==> src/rtl/bus_arbiter_pkg.sv <==
// Shared CPU memory-side definitions: arbiter states, grant sources and
// default refill burst lengths.
package bus_arbiter_pkg;

  typedef enum logic [2:0] {
    IDLE,
    REQ_I,
    REQ_D,
    REQ_W,
    DATA_I,
    DATA_D,
    RESP_W
  } arb_state_t;

  typedef enum logic [1:0] {
    GNT_NONE,
    GNT_I,
    GNT_D,
    GNT_W
  } grant_t;

  localparam int DEF_I_LEN      = 8;
  localparam int DEF_D_LEN      = 8;
  localparam int DEF_STARVE_MAX = 4;

  // Memory-side length field is "beats minus one".
  function automatic logic [3:0] burst_len_field(input int len);
    return 4'(len - 1);
  endfunction

endpackage

==> src/rtl/bus_arbiter.sv <==
// Single-outstanding memory arbiter between icache refills, dcache refills
// and uncached dcache stores, with a starvation guard for the I-side.
module bus_arbiter
  import bus_arbiter_pkg::*;
#(
  parameter int I_LEN      = DEF_I_LEN,
  parameter int D_LEN      = DEF_D_LEN,
  parameter int STARVE_MAX = DEF_STARVE_MAX
) (
  input  logic        clk,
  input  logic        rst,
  input  logic        icache_rd_req,
  input  logic [31:0] icache_rd_addr,
  output logic        icache_rd_rdy,
  output logic        icache_ret_valid,
  output logic        icache_ret_last,
  output logic [31:0] icache_ret_data,
  input  logic        dcache_rd_req,
  input  logic [31:0] dcache_rd_addr,
  output logic        dcache_rd_rdy,
  output logic        dcache_ret_valid,
  output logic        dcache_ret_last,
  output logic [31:0] dcache_ret_data,
  input  logic        dcache_wr_req,
  input  logic [31:0] dcache_wr_addr,
  input  logic [31:0] dcache_wr_data,
  input  logic [3:0]  dcache_wr_strb,
  output logic        dcache_wr_rdy,
  output logic        dcache_wr_done,
  output logic        mem_req,
  output logic        mem_wr,
  output logic [31:0] mem_addr,
  output logic [3:0]  mem_len,
  output logic [31:0] mem_wdata,
  output logic [3:0]  mem_wstrb,
  input  logic        mem_addr_ok,
  input  logic        mem_rvalid,
  input  logic        mem_rlast,
  input  logic [31:0] mem_rdata,
  input  logic        mem_bvalid,
  output logic        proto_err
);

  localparam int SW = (STARVE_MAX < 1) ? 1 : $clog2(STARVE_MAX + 1);
  localparam logic [SW-1:0] STARVE_LIM = SW'(STARVE_MAX);
  localparam logic [3:0] I_LAST = burst_len_field(I_LEN);
  localparam logic [3:0] D_LAST = burst_len_field(D_LEN);

  arb_state_t    state;
  arb_state_t    state_next;
  grant_t        grant;
  logic [SW-1:0] starve_cnt;
  logic [3:0]    beat_cnt;
  logic [31:0]   addr_q;
  logic [31:0]   wdata_q;
  logic [3:0]    wstrb_q;
  logic          proto_err_q;
  logic          rd_beat;
  logic          rd_last;

  assign mem_addr  = addr_q;
  assign mem_wdata = wdata_q;
  assign mem_wstrb = wstrb_q;
  assign proto_err = proto_err_q;

  // Pick a winner in IDLE: stores, then D refills, then I refills, unless the I-side has waited too long.
  always_comb begin
    grant = GNT_NONE;
    if (!rst && state == IDLE) begin
      if (icache_rd_req && starve_cnt == STARVE_LIM) grant = GNT_I;
      else if (dcache_wr_req)                        grant = GNT_W;
      else if (dcache_rd_req)                        grant = GNT_D;
      else if (icache_rd_req)                        grant = GNT_I;
    end
  end

  // Next state plus all handshake outputs; everything is held low while reset is asserted.
  always_comb begin
    state_next       = state;
    icache_rd_rdy    = 1'b0;
    icache_ret_valid = 1'b0;
    icache_ret_last  = 1'b0;
    icache_ret_data  = '0;
    dcache_rd_rdy    = 1'b0;
    dcache_ret_valid = 1'b0;
    dcache_ret_last  = 1'b0;
    dcache_ret_data  = '0;
    dcache_wr_rdy    = 1'b0;
    dcache_wr_done   = 1'b0;
    mem_req          = 1'b0;
    mem_wr           = 1'b0;
    mem_len          = '0;
    rd_beat          = 1'b0;
    rd_last          = 1'b0;
    if (!rst) begin
      case (state)
        IDLE: begin
          case (grant)
            GNT_I: begin
              icache_rd_rdy = 1'b1;
              state_next    = REQ_I;
            end
            GNT_D: begin
              dcache_rd_rdy = 1'b1;
              state_next    = REQ_D;
            end
            GNT_W: begin
              dcache_wr_rdy = 1'b1;
              state_next    = REQ_W;
            end
            default: ;
          endcase
        end
        REQ_I: begin
          mem_req = 1'b1;
          mem_len = I_LAST;
          if (mem_addr_ok) state_next = DATA_I;
        end
        REQ_D: begin
          mem_req = 1'b1;
          mem_len = D_LAST;
          if (mem_addr_ok) state_next = DATA_D;
        end
        REQ_W: begin
          mem_req = 1'b1;
          mem_wr  = 1'b1;
          if (mem_addr_ok) state_next = RESP_W;
        end
        DATA_I: begin
          rd_beat          = mem_rvalid;
          rd_last          = mem_rvalid && (beat_cnt == I_LAST);
          icache_ret_valid = mem_rvalid;
          icache_ret_data  = mem_rdata;
          icache_ret_last  = rd_last;
          if (rd_last) state_next = IDLE;
        end
        DATA_D: begin
          rd_beat          = mem_rvalid;
          rd_last          = mem_rvalid && (beat_cnt == D_LAST);
          dcache_ret_valid = mem_rvalid;
          dcache_ret_data  = mem_rdata;
          dcache_ret_last  = rd_last;
          if (rd_last) state_next = IDLE;
        end
        RESP_W: begin
          dcache_wr_done = mem_bvalid;
          if (mem_bvalid) state_next = IDLE;
        end
        default: state_next = IDLE;
      endcase
    end
  end

  // State register.
  always_ff @(posedge clk) begin
    if (rst) state <= IDLE;
    else     state <= state_next;
  end

  // Capture the winner's address (and store payload) at grant time so mem_* stay stable.
  always_ff @(posedge clk) begin
    if (rst) begin
      addr_q  <= '0;
      wdata_q <= '0;
      wstrb_q <= '0;
    end else begin
      case (grant)
        GNT_I: addr_q <= icache_rd_addr;
        GNT_D: addr_q <= dcache_rd_addr;
        GNT_W: begin
          addr_q  <= dcache_wr_addr;
          wdata_q <= dcache_wr_data;
          wstrb_q <= dcache_wr_strb;
        end
        default: ;
      endcase
    end
  end

  // Count D-side wins while the I-side is waiting; any I win or an idle I-side clears it.
  always_ff @(posedge clk) begin
    if (rst) begin
      starve_cnt <= '0;
    end else if (state == IDLE) begin
      if (grant == GNT_I || !icache_rd_req)
        starve_cnt <= '0;
      else if ((grant == GNT_D || grant == GNT_W) && starve_cnt != STARVE_LIM)
        starve_cnt <= starve_cnt + SW'(1);
    end
  end

  // Beat counter: cleared when the read is accepted, advanced on every valid beat.
  always_ff @(posedge clk) begin
    if (rst)
      beat_cnt <= '0;
    else if ((state == REQ_I || state == REQ_D) && mem_addr_ok)
      beat_cnt <= '0;
    else if (rd_beat)
      beat_cnt <= beat_cnt + 4'd1;
  end

  // Sticky flag for a memory last-beat marker that disagrees with our own beat count.
  always_ff @(posedge clk) begin
    if (rst)
      proto_err_q <= 1'b0;
    else if (rd_beat && (mem_rlast != rd_last))
      proto_err_q <= 1'b1;
  end

endmodule

==> config.mk <==
export PLATFORM = sky130hd
export DESIGN_NAME = bus_arbiter
export DESIGN_NICKNAME = d
export VERILOG_FILES = /design/src/rtl/bus_arbiter_pkg.sv /design/src/rtl/bus_arbiter.sv
export SDC_FILE = /design/constraint.sdc
export NUM_CORES = 1
export LEC_CHECK = 0
export CORE_AREA = 2 2 124 126
export DETAILED_ROUTE_END_ITERATION = 8
export DIE_AREA = 0 0 126 128
export PLACE_DENSITY_LB_ADDON = 0.15
export RECOVER_POWER = 100
export SKIP_LAST_GASP = 1
export SLEW_MARGIN = 15
export SYNTH_ARGS = -nofsm -noshare
export SYNTH_HDL_FRONTEND = slang
export SYNTH_SLANG_ARGS = --single-unit
==> constraint.sdc <==
create_clock -name clk -period 3.2 [get_ports clk]
set_input_delay 0.64 -clock clk [delete_from_list [all_inputs] [get_ports clk]]
set_output_delay 0.64 -clock clk [all_outputs]
set_load 0.05 [all_outputs]
==> results.sh <==
export IMPL_status="finished clean"
export IMPL_nNetsFinal=1020
export IMPL_finalPower_mw=4.34
export IMPL_ys_async_sr_fraction_pct=0
export IMPL_rsz0062_at_grt="no"
export IMPL_internal_power_mw=2.46
export IMPL_drt_antenna_violating_nets=0
export IMPL_vdd_drop_max_v=0.000328
export IMPL_cts_setup_buffers=0
export IMPL_crit_path_end_kind="output pin"
export IMPL_hpwlAfterDp_um=12600
export IMPL_area_growth_pct=80.1
export IMPL_avgViaCountPerCell=4.76
export IMPL_root_buffer="clkbuf_16"
export IMPL_insertion_delay_ns=0.34
export IMPL_diodes=0
export IMPL_synth_edff_count=0
export IMPL_p_sw_share_pct=43.4
export IMPL_start_kind="register"
export IMPL_fmax_ghz=0.335
export IMPL_hold_buffers=0
export IMPL_synth_top_area_share_pct=38.5
export IMPL_ctsResizeCount=0
export IMPL_synth_seq_cells=79
export IMPL_worstHoldPathType="register to register"
export IMPL_tightest_slew_ns=0.712
export IMPL_holdPathStages=2
export IMPL_dieWidth_um=126
export IMPL_cts_tree="built"
export IMPL_p_sw_mw=1.89
export IMPL_p_comb_share_pct=46.8
export IMPL_power_density_nw_per_um2=588
export IMPL_ys_warn_count=0
export IMPL_worstPathArrival_ns=2.35
export IMPL_fin_skew_ns=0.00901
export IMPL_grtUsageTotal_pct=19.2
export IMPL_grt_pass1_vias=4864
export IMPL_period_minus_slack_ns=2.99
export IMPL_num_vias=4934
export IMPL_cts_made_buffers=9
export IMPL_post_route_period_util_pct=93.3
export IMPL_antenna_found_initial=0
export IMPL_wl_um=16200
export IMPL_power_frac_seq_pct=29.3
export IMPL_first_pass_iters=4
export IMPL_std_cell_rows=45
export IMPL_cp_max_fo=34
export IMPL_hold_violations=0
export IMPL_clkTransAtPathRegs_ns=0.06
export IMPL_syn_avg_cell_area_um2=7.53
export IMPL_drt_iter0_drc=186
export IMPL_syn_area_um2=4100
export IMPL_worst_ep_required_time_ns=2.56
export IMPL_leakagePower_nw=3.02
export IMPL_yosys_area_top_type="dfxtp_1"
export IMPL_r2r_cells=5
export IMPL_die_h_um=128
export IMPL_routabilityCongestion=0.826
export IMPL_grt_max_degree=49
export IMPL_drive_above_1_share_pct=14.8
export IMPL_tns_ns=0
export IMPL_htreeDepth=3
export IMPL_placed_area_um2=7710
export IMPL_grt_pass1_wl_um=24700
export IMPL_yosysUniqueCellTypes=44
export IMPL_worstSetupPathType="register to output pin"
export IMPL_drc=0
export IMPL_relSlewSlack_pct=52.5
export IMPL_die_area_um2=16100
export IMPL_yosys_top_cells_area="dfxtp_1, nor2_1, nand2_1"
export IMPL_pwr_share_clk_pct=24.0
export IMPL_maxSlewViolCount=0
export IMPL_yosysSeqAreaShare_pct=38.5
export IMPL_synthCells=545
export IMPL_cts_path_max_buffers=2
export IMPL_setup_violations=0
export IMPL_worst_hold_slack_ns=0.447
export IMPL_drv_cap=0
export IMPL_numClockSinks=79
export IMPL_fin_cells=1037
export IMPL_synth_nets=721
export IMPL_synth_flop_cell="dfxtp_1"
export IMPL_initial_core_util_pct=27.6
export IMPL_overflow=0
export IMPL_placedCellCount=1021
export IMPL_core_um2=14900
export IMPL_io_buffers=318
export IMPL_wl_per_cell_um=15.6
export IMPL_io_pins=320
export IMPL_fin_area_um2=7390
==> metrics by stage <==
stage	utilization, %	setup slack, ns
after floorplan	-	0.181
after detailed placement	51.9	0.564
final	49.7	0.214
after global routing	49.7	0.0500
after global placement	51.9	0.586
after CTS	53.9	0.241
==> flip-flops by register name (all words and copies together), names as in the netlist <==
name / cells
beat_cnt: 4
mem_addr: 32
proto_err: 1
mem_wstrb: 4
state: 3
mem_wdata: 32
starve_cnt: 3
==> cell families after synthesis <==
logic type      synth area share [%]
fa+ha+maj                      0.915
compound gates                  13.5
simple gates                    38.8
other cells                   0.0914
xor+xnor                        1.28
flops                           38.5
mux                            0.762
buf+inv                         6.13
==> final timing paths <==
kind | from | to | slack [ns]
worst max-delay path | state[2]$_SDFFE_PP0P_ | dcache_ret_data[11] | 0.21
worst min-delay path | mem_wdata[29]$_SDFFE_PP0N_ | mem_wdata[29]$_SDFFE_PP0N_ | 0.45
worst max register to register | state[0]$_SDFFE_PP0P_ | mem_addr[19]$_SDFFE_PP0P_ | 0.71
worst min register to register | mem_wdata[29]$_SDFFE_PP0N_ | mem_wdata[29]$_SDFFE_PP0N_ | 0.45
==> cells in the mapped netlist, drive strengths merged, types with 5 or more instances <==
library cell	count
buf	13
o21ai	5
nor3	5
nand2	80
nor2	141
clkbuf	33
nor4	34
a221oi	32
dfxtp	79
nand3	7
inv	7
a21oi	38
nand2b	33
==> layer usage <==
metal  part of all wire [%]  wire length [um]  vias up  GRT usage, %
met3                    8.1              1310       26          6.59
met2                     50              8120      204          33.9
met4                    2.1               344        0          6.08
met5                      0                 0        -             0
met1                     40              6390     2262          21.7
li1                       -                 -     2442             -
==> worst max-delay path, cell delays in order, from the launching register on <==
cell and delay [ns]:
dfxtp_1 0.66, nor2b_1 0.26, nand2_1 0.07, clkbuf_2 0.43
nor2_1 0.27, clkbuf_2 0.31
==> cells in the final DEF, fill, tap and decap left out, drive strengths merged, types with 3 or more instances in the layout <==
cell,Yosys,final
dfxtp,79,79
inv,7,10
o21ai,5,5
clkbuf,33,83
clkinvlp,0,3
a221oi,32,32
a21oi,38,38
ha,3,3
nand3,7,7
nand2,80,80
buf,13,14
nor4,34,34
clkdlybuf4s50,0,173
nor3,5,5
nand2b,33,33
dlygate4sd3,0,72
xor2,3,3
nor2b,4,4
xnor2,3,3
nor2,141,141
==> power by group through the flow <==
stage	Sequential, mW	Clock, mW	Combinational [mW]
5_1_grt	1.30	1.12	2.16
3_5_place_dp	1.30	0	2.18
2_1_floorplan	1.76	0	0.914
3_3_place_gp	1.29	0	2.15
6_report	1.27	1.04	2.03
4_1_cts	1.28	1.08	2.18
==> area by class of cell <==
cell class	count	area, um2
sequential	79	1580
inverter	8	30.0
clock buffer	9	225
fill	1471	7480
multi-input combinational	412	2280
tap	188	235
timing repair buffer	334	2960
clock inverter	7	78.8
Note: power is estimated with default switching activity, not from simulation.
